## src/rtl/pss_peak_selector.sv

```systemverilog
// -----------------------------------------------------------------------------
// pss_peak_selector
//
// Purpose:
//   Arbitrates the peak flags of N_DET per-N_id_2 PSS peak detectors that share
//   one sample strobe. The first peak opens a collection window of COLLECT_LEN
//   valid samples. The strongest peak in that window becomes a single decision.
//   The decision carries the winning N_id_2, the sample index of the peak and
//   its score. After the decision, HOLDOFF_LEN valid samples are ignored so
//   that one PSS produces exactly one decision.
//
// Ports:
//   clk_i             clock
//   reset_i           asynchronous, active-high reset
//   s_axis_in_tvalid  sample strobe common to all detectors
//   peak_detected_i   bit k = peak flag of detector k
//   score_i           detector k score at [k*IN_DW +: IN_DW], unsigned
//   valid_o           one-cycle pulse marking a decision
//   N_id_2_o          winning detector index (held until the next decision)
//   sample_idx_o      sample index of the winning peak (held)
//   score_o           winning score (held)
//   busy_o            high whenever the selector is not idle
// -----------------------------------------------------------------------------
module pss_peak_selector #(
    parameter  int IN_DW       = 32,
    parameter  int N_DET       = 3,
    parameter  int COLLECT_LEN = 16,
    parameter  int HOLDOFF_LEN = 64,
    parameter  int CNT_DW      = 32,
    localparam int IDX_W       = (N_DET > 1) ? $clog2(N_DET) : 1
) (
    input  logic                   clk_i,
    input  logic                   reset_i,
    input  logic                   s_axis_in_tvalid,
    input  logic [N_DET-1:0]       peak_detected_i,
    input  logic [N_DET*IN_DW-1:0] score_i,
    output logic                   valid_o,
    output logic [IDX_W-1:0]       N_id_2_o,
    output logic [CNT_DW-1:0]      sample_idx_o,
    output logic [IN_DW-1:0]       score_o,
    output logic                   busy_o
);

    localparam int WIN_W  = (COLLECT_LEN > 1) ? $clog2(COLLECT_LEN + 1) : 1;
    localparam int HOLD_W = (HOLDOFF_LEN > 1) ? $clog2(HOLDOFF_LEN + 1) : 1;

    typedef enum logic [1:0] {
        IDLE,
        COLLECT,
        HOLDOFF
    } state_t;

    state_t             state, state_n;
    logic [CNT_DW-1:0]  sample_cnt;
    logic [WIN_W-1:0]   win_cnt, win_cnt_n;
    logic [HOLD_W-1:0]  hold_cnt, hold_cnt_n;

    logic [IDX_W-1:0]   best_idx, best_idx_n;
    logic [IN_DW-1:0]   best_score, best_score_n;
    logic [CNT_DW-1:0]  best_sample, best_sample_n;
    logic               decide;

    logic               cand_any;
    logic [IDX_W-1:0]   cand_idx;
    logic [IN_DW-1:0]   cand_score;

    // Per-sample candidate. Scanning upward and replacing only on a strictly
    // greater score makes the lowest detector index win ties.
    always_comb begin
        cand_any   = 1'b0;
        cand_idx   = '0;
        cand_score = '0;
        for (int k = 0; k < N_DET; k++) begin
            if (peak_detected_i[k] &&
                (!cand_any || (score_i[k*IN_DW +: IN_DW] > cand_score))) begin
                cand_any   = 1'b1;
                cand_idx   = IDX_W'(k);
                cand_score = score_i[k*IN_DW +: IN_DW];
            end
        end
    end

    // Next-state logic. Nothing moves on cycles without a sample strobe.
    // win_cnt counts the window samples already taken. The sample that
    // brings the window to COLLECT_LEN is compared first and then decided on.
    always_comb begin
        state_n       = state;
        win_cnt_n     = win_cnt;
        hold_cnt_n    = hold_cnt;
        best_idx_n    = best_idx;
        best_score_n  = best_score;
        best_sample_n = best_sample;
        decide        = 1'b0;

        if (s_axis_in_tvalid) begin
            case (state)
                IDLE: begin
                    if (cand_any) begin
                        best_idx_n    = cand_idx;
                        best_score_n  = cand_score;
                        best_sample_n = sample_cnt;
                        win_cnt_n     = WIN_W'(1);
                        state_n       = COLLECT;
                        if (COLLECT_LEN == 1) begin
                            decide = 1'b1;
                        end
                    end
                end
                COLLECT: begin
                    win_cnt_n = win_cnt + WIN_W'(1);
                    if (cand_any && (cand_score > best_score)) begin
                        best_idx_n    = cand_idx;
                        best_score_n  = cand_score;
                        best_sample_n = sample_cnt;
                    end
                    if (win_cnt == WIN_W'(COLLECT_LEN - 1)) begin
                        decide = 1'b1;
                    end
                end
                HOLDOFF: begin
                    // Peaks are ignored here, including on the last counted sample.
                    if (hold_cnt == HOLD_W'(HOLDOFF_LEN - 1)) begin
                        hold_cnt_n = '0;
                        state_n    = IDLE;
                    end else begin
                        hold_cnt_n = hold_cnt + HOLD_W'(1);
                    end
                end
                default: begin
                    state_n = IDLE;
                end
            endcase
        end

        if (decide) begin
            win_cnt_n  = '0;
            hold_cnt_n = '0;
            state_n    = (HOLDOFF_LEN == 0) ? IDLE : HOLDOFF;
        end
    end

    // State, counters and the registered decision outputs. The outputs take
    // their values from the post-comparison best, so the deciding sample's
    // own peak can still win the window.
    always_ff @(posedge clk_i or posedge reset_i) begin
        if (reset_i) begin
            state        <= IDLE;
            sample_cnt   <= '0;
            win_cnt      <= '0;
            hold_cnt     <= '0;
            best_idx     <= '0;
            best_score   <= '0;
            best_sample  <= '0;
            valid_o      <= 1'b0;
            N_id_2_o     <= '0;
            sample_idx_o <= '0;
            score_o      <= '0;
            busy_o       <= 1'b0;
        end else begin
            state       <= state_n;
            win_cnt     <= win_cnt_n;
            hold_cnt    <= hold_cnt_n;
            best_idx    <= best_idx_n;
            best_score  <= best_score_n;
            best_sample <= best_sample_n;
            valid_o     <= decide;
            busy_o      <= (state_n != IDLE);
            if (s_axis_in_tvalid) begin
                sample_cnt <= sample_cnt + CNT_DW'(1);
            end
            if (decide) begin
                N_id_2_o     <= best_idx_n;
                sample_idx_o <= best_sample_n;
                score_o      <= best_score_n;
            end
        end
    end

endmodule

```

## config.mk

```make
export PLATFORM = sky130hd
export DESIGN_NAME = pss_peak_selector
export DESIGN_NICKNAME = d
export VERILOG_FILES = /design/src/rtl/pss_peak_selector.sv
export SDC_FILE = /design/constraint.sdc
export NUM_CORES = 1
export LEC_CHECK = 0
export ABC_CLOCK_PERIOD_IN_PS = 14400
export CORE_ASPECT_RATIO = 2
export CORE_MARGIN = 4
export CORE_UTILIZATION = 45
export CTS_CLUSTER_DIAMETER = 50
export CTS_CLUSTER_SIZE = 12
export DETAILED_ROUTE_END_ITERATION = 6
export PLACE_DENSITY_LB_ADDON = 0.15
export SLEW_MARGIN = 20
export SYNTH_ARGS = -nofsm -noshare
export SYNTH_HDL_FRONTEND = slang
export SYNTH_SLANG_ARGS = --single-unit
```

## constraint.sdc

```tcl
create_clock -name clk_i -period 14.4 [get_ports clk_i]
set_input_delay 2.16 -clock clk_i [delete_from_list [all_inputs] [get_ports clk_i]]
set_output_delay 2.16 -clock clk_i [all_outputs]
set_load 0.03 [all_outputs]
```

==> run metrics, run 1 <==
status complete, no violations; Clock Skew 0.01117 ns; worst slack, placed 1.845 ns; Crit-path slowest cell or2_4; Ant. Diodes 0; Worst Hold Class reg2reg; CP Launch Type input port; TritonCTS clock tree done; Slew HR 0.3515; syn nets 1324; # clock sinks 180; vias in the first global route 9402; Clock Power Share 0.235; drt via density 5.798; worst path bufs/invs 3; total core area 23920 µm²; max_cap viols 0; delay-heaviest family, CP simple AND/OR/NAND/NOR gates; biggest area consumer among synthesized cells dfrtp_1; period utilization 0.7994; post-synthesis sequential area ratio 0.4112; Crit path top cell by count ha_1; CP Class in2reg; H-tree Lvls 4; post-place instance area 12850 µm²; P_int 1.267 mW; Least-Margin Pin Slew 0.9727 ns; wire per inst 19.03 µm; drt pass-1 iters 5; max incr delay on CP 0.64 ns; Total Wirelength 29660 µm; Fillers 2163; Final WS setup 2.888 ns; RSZ-0062 raised after global routing false; Clk Latency, worst-skew pair 0.45 ns; proportion of layout cells with a drive suffix above 1 0.08884; Final Instance Area 13470 µm²; number of synthesized flops with an enable pin 0; share of the synthesized area in the top cell type 0.4112; Arr. time, crit path 11.84 ns; Sum Neg Setup Slack 0 ns; RD Place Congestion 0.8930; Comb power frac 0.423; Clock Path Buffers 2; detailed-route DRC error count 0; Row Count 80; GR Layer Usage met1 0.2573; CTS Buf Count 17; Total Power 2.093 mW; Initial Util 0.4579; number of buffers added for setup after CTS 0; Max IR drop VDD 0.1200 mV; power share of the sequential group 0.341; root buffer cell clkbuf_16; Pwr Density 155.4 nW/µm²; Top Usage Layer GRT met2; initial antenna violation count 0; grt ovf 0; Worst setup EP type register; CTS clk-pin slew, worst paths 0.07 ns; Avg Inst Size Synth 9.763 µm²; WP data required 14.73 ns; Final setup viols 0; synthesis-to-finish area growth 22.98%; GRT Total Usage 0.2228; leakage 6.081 nW; full die area 27060 µm²; Hold Fails Final Rpt 0; Cell variety after synth 56; height of the chip 228.7 µm; Syn Std Cell Area 10950 µm²; DPL Wire Length 22140 µm; yosys warns 0; M3 GR Usage 0.04557; # IOs 170; synthesis-stage register bit count 180; first-pass GRT wire length 48600 µm; cells after synthesis 1122; width of the die 118.3 µm; input/output buffers 169; FFs w/ async S/R, synth 1.000; switching portion of total power 0.3946; met2 Track Usage GR 0.3908; Achievable Freq 0.08687 GHz; Worst Path Max Fanout 60; Psw 826.0 µW; Tmin final 11.51 ns; maximum number of pins on one net before global-route repair 103; Post-DRT Antenna Nets 0; Nets 1461; Most used DFF post-synth dfrtp_1; max-slew violations 0; CTS resizes 0; DR vias 9039; CTS Hold Bufs 0; number of DRC markers in iteration 0 299; top post-synthesis cells by area dfrtp_1 41%, ha_1 11%, a21oi_1 4.2%, a21o_1 3.7%, nand2_1 3.3%
## final timing paths
| check | start | to | slack [ns] | depth (start not counted) |
|---|---|---|---|---|
| setup reg to reg | best_score[27] | sample_idx_o[29] | 10.56 | 10 |
| setup / recovery | peak_detected_i[0] | sample_idx_o[29] | 2.89 | 28 |
| max in group asynchronous | reset_i | sample_cnt[20] | 10.54 | 3 |
| hold / removal | win_cnt[3] | win_cnt[3] | 0.48 | 1 |
| min in group asynchronous | reset_i | score_o[10] | 2.23 | 2 |
| hold reg to reg | win_cnt[3] | win_cnt[3] | 0.48 | 1 |
## synthesized netlist by cell type, drive strengths merged (12+ instances only)
library cell	n
nand2	97
mux2	51
o22a	25
ha	100
a211oi	35
a21oi	91
o31a	25
o21ai	42
a32oi	32
nand4	29
buf	26
clkbuf	38
dfrtp	180
nor2	83
a21o	54
nor3	12
nand3	30
xnor2	26
inv	49
## cell type report
class / count / area (µm²) / area share
clock buffer: 17 / 425.4 / 0.03158
clock inverter: 15 / 193.9 / 0.01440
inverter: 49 / 188.9 / 0.01402
multi-input combinational: 829 / 6016 / 0.4465
sequential: 180 / 4504 / 0.3344
tap: 287 / 359.1 / 0.02666
timing repair buffer: 182 / 1784 / 0.1324
## through the flow
step                cells  hold WS [ns]    util
floorplan            1122        0.4404       -
global placement     1527        0.4546  0.5369
detailed placement   1527        0.4636  0.5371
CTS                  1559        0.4813  0.5630
global route         1559        0.5007  0.5631
finish               1559        0.4799  0.5631
## power groups by stage
stage	registers [mW]	logic, mW	clock network [mW]
final	0.714	0.886	0.493
after global routing	0.731	0.983	0.527
after CTS	0.716	0.896	0.507
after detailed placement	0.724	0.891	0
after global placement	0.722	0.878	0
after floorplan	0.777	0.546	0
## sequential cells by signal, indices dropped and copies added (netlist names)
| name | flops |
|---|---|
| sample_cnt | 32 |
| valid_o | 1 |
| hold_cnt | 7 |
| win_cnt | 5 |
| N_id_2_o | 2 |
| best_idx | 2 |
| best_score | 32 |
| score_o | 32 |
| sample_idx_o | 32 |
| state | 2 |
| best_sample | 32 |
| busy_o | 1 |
## cell families after synthesis
group	Yosys count	share of synthesized area
simple gates	298	0.1275
xor+xnor	35	0.02798
buf+inv	113	0.04238
flops	180	0.4112
compound gates	344	0.2162
mux	52	0.06054
fa+ha+maj	100	0.1142
## layer usage
| layer | routed length, µm | vias to the layer above |
|---|---|---|
| met5 | 0 | - |
| met4 | 1261 | 0 |
| met3 | 1313 | 61 |
| met2 | 15240 | 231 |
| met1 | 11850 | 4332 |
| li1 | - | 4415 |
## placed cells by master (no fill, tap or decap), types with 8 or more instances in the layout
master / netlist / routed
a211oi_1: 35 / 35
a21o_1: 54 / 54
a21oi_1: 91 / 91
a32oi_1: 32 / 32
and3_1: 10 / 10
buf_4: 0 / 13
clkbuf_16: 0 / 17
clkdlybuf4s50_1: 0 / 168
dfrtp_1: 180 / 180
ha_1: 100 / 100
inv_1: 49 / 47
mux2_2: 30 / 30
mux2_4: 21 / 21
nand2_1: 97 / 97
nand2b_1: 8 / 8
nand3_1: 30 / 30
nand4_1: 28 / 28
nor2_1: 83 / 81
nor3_1: 12 / 11
o21ai_0: 40 / 40
o22a_1: 25 / 25
o31a_1: 25 / 25
o31ai_1: 10 / 10
xnor2_1: 26 / 26
xor2_1: 9 / 9
No activity file was read; power rests on OpenSTA's default activity.
==> run 2, diff against run 1 <==
--- a/config.mk
+++ b/config.mk
@@ -5,7 +5,7 @@
 export SDC_FILE = /design/constraint.sdc
 export NUM_CORES = 1
 export LEC_CHECK = 0
-export ABC_CLOCK_PERIOD_IN_PS = 14400
+export ABC_CLOCK_PERIOD_IN_PS = 9800
 export CORE_ASPECT_RATIO = 2
 export CORE_MARGIN = 4
 export CORE_UTILIZATION = 45
==> constraint.sdc (replaced) <==
create_clock -name clk_i -period 9.8 [get_ports clk_i]
set_input_delay 1.47 -clock clk_i [delete_from_list [all_inputs] [get_ports clk_i]]
set_output_delay 1.47 -clock clk_i [all_outputs]
set_load 0.03 [all_outputs]
==> run metrics, run 2 (same netlist as run 1, synthesis figures left out) <==
Least-Margin Pin Slew 0.8413 ns; status complete, no violations; Row Count 80; proportion of layout cells with a drive suffix above 1 0.09516; Max IR drop VDD 0.1664 mV; Top Usage Layer GRT met2; Comb power frac 0.440; P_int 1.847 mW; number of DRC markers in iteration 0 280; CP Launch Type input port; max_cap viols 0; Clock Path Buffers 2; drt via density 5.776; Worst setup EP type register; post-place instance area 12970 µm²; leakage 6.126 nW; Slew HR 0.4391; met2 Track Usage GR 0.3991; WHS 0.4741 ns; drt pass-1 iters 5; grt ovf 0; delay-heaviest family, CP simple AND/OR/NAND/NOR gates; initial antenna violation count 0; worst slack, placed 0.2659 ns; Initial Util 0.4579; Final setup viols 0; final std cells w/o fill 1569; GR Layer Usage met1 0.2511; worst r2r dst N_id_2_o[0]; worst reg2reg startpoint best_score[27]; RSZ-0062 raised after global routing false; maximum number of pins on one net before global-route repair 65; Sum Neg Setup Slack 0 ns; GRT Total Usage 0.2205; H-tree Lvls 4; R2R setup slack 6.51 ns; Worst R2R Path Depth 11; period utilization 0.9363; vias in the first global route 9374; Clock Skew 0.009896 ns; first-pass GRT wire length 48350 µm; detailed-route DRC error count 0; Critical Path Stages 28; Clk Latency, worst-skew pair 0.43 ns; power share of the sequential group 0.344; root buffer cell clkbuf_16; Clock Power Share 0.216; Crit. Startpoint peak_detected_i[0]; Worst Hold Class reg2reg; max incr delay on CP 0.61 ns; width of the die 118.3 µm; Pwr Density 225.1 nW/µm²; switching portion of total power 0.3941; Placed Cells 1537; total core area 23920 µm²; Post-DRT Antenna Nets 0; Psw 1.201 mW; input/output buffers 169; Tmin final 9.176 ns; max-slew violations 0; commonest non-fill, non-tap cells in the layout 180 x dfrtp_1, 168 x clkdlybuf4s50_1, 100 x ha_1, 97 x nand2_1, 91 x a21oi_1; Total Wirelength 29420 µm; Arr. time, crit path 9.52 ns; most common cell after layout, fill and taps aside dfrtp_1; CTS Hold Bufs 0; Fillers 2159; full die area 27060 µm²; WP data required 10.15 ns; Multi-input gate area 6007 µm²; CTS resizes 0; Hold Fails Final Rpt 0; synthesis-to-finish area growth 23.57%; M3 GR Usage 0.04309; end of the critical path N_id_2_o[0]; wire per inst 18.75 µm; CTS clk-pin slew, worst paths 0.06 ns; Reg area 4504 µm²; Nets 1471; number of buffers added for setup after CTS 0; RD Place Congestion 0.8917; Final WS setup 0.6239 ns; height of the chip 228.7 µm; Worst Path Max Fanout 52; Crit-path slowest cell or4_1; # IOs 170; worst path bufs/invs 4; DPL Wire Length 22450 µm; DR vias 9063; Achievable Freq 0.1090 GHz; Final Instance Area 13540 µm²; # clock sinks 180; Ant. Diodes 0; TritonCTS clock tree done; CTS Buf Count 17; CP Class in2reg
[run 2: changes by cell type in the layout (fill, tap and decap cells not counted), sizes merged]
cell / before / now
clkbuf: 17 / 18
bufinv: 3 / 1
buf: 14 / 24
inv: 54 / 51
clkinv: 5 / 9
[run 2: worst min-delay path by stage]
stage,to,cells past startpoint,start,slack (ns)
5_1_grt,best_idx[0],2,best_idx[0],0.50
3_3_place_gp,best_idx[0],2,best_idx[0],0.45
4_1_cts,win_cnt[4],2,win_cnt[4],0.48
6_report,best_idx[0],2,best_idx[0],0.47
3_5_place_dp,win_cnt[4],2,win_cnt[4],0.47
2_1_floorplan,best_idx[0],2,best_idx[0],0.44
[run 2: power by group through the flow]
stage | clock network (mW) | registers (mW) | logic [mW]
finish | 0.657 | 1.05 | 1.34
global placement | 0 | 1.06 | 1.33
CTS | 0.681 | 1.05 | 1.35
floorplan | 0 | 1.14 | 0.803
detailed placement | 0 | 1.06 | 1.35
global route | 0.712 | 1.08 | 1.48
[run 2: final cells by class]
| class | instances | area share |
|---|---|---|
| well taps | 287 | 0.02653 |
| flip-flops and latches | 180 | 0.3327 |
| multi-input cells | 829 | 0.4438 |
| clock buffers | 18 | 0.03244 |
| repair buffers | 192 | 0.1410 |
| clock inverters | 14 | 0.009520 |
| inverters | 49 | 0.01396 |
[run 2: per-layer routing]
metal / vias to the layer above / wire length, µm
met1: 4362 / 11550
met4: 0 / 1062
met3: 53 / 1297
met5: - / 0
met2: 214 / 15520
li1: 4434 / -
[run 2: stage by stage]
stage	power (mW)	util
6_report	3.048	0.5658
5_1_grt	3.270	0.5658
4_1_cts	3.088	0.5658
3_5_place_dp	2.411	0.5421
3_3_place_gp	2.389	0.5421
2_1_floorplan	1.944	-
[run 2: tightest hold or removal path: stages (launching register included)]
cell and delay, ns:
dfrtp_1 0.32, nand2_1 0.06, nand2_1 0.06
==> run 3, diff against run 2 <==
--- a/config.mk
+++ b/config.mk
@@ -5,12 +5,10 @@
 export SDC_FILE = /design/constraint.sdc
 export NUM_CORES = 1
 export LEC_CHECK = 0
-export ABC_CLOCK_PERIOD_IN_PS = 9800
 export CORE_ASPECT_RATIO = 2
 export CORE_MARGIN = 4
 export CORE_UTILIZATION = 45
 export CTS_CLUSTER_DIAMETER = 50
-export CTS_CLUSTER_SIZE = 12
 export DETAILED_ROUTE_END_ITERATION = 6
 export PLACE_DENSITY_LB_ADDON = 0.15
 export SLEW_MARGIN = 20
==> results of run 3 <==
Same layout as run 2: the final DEF is identical, and so are final timing and power.
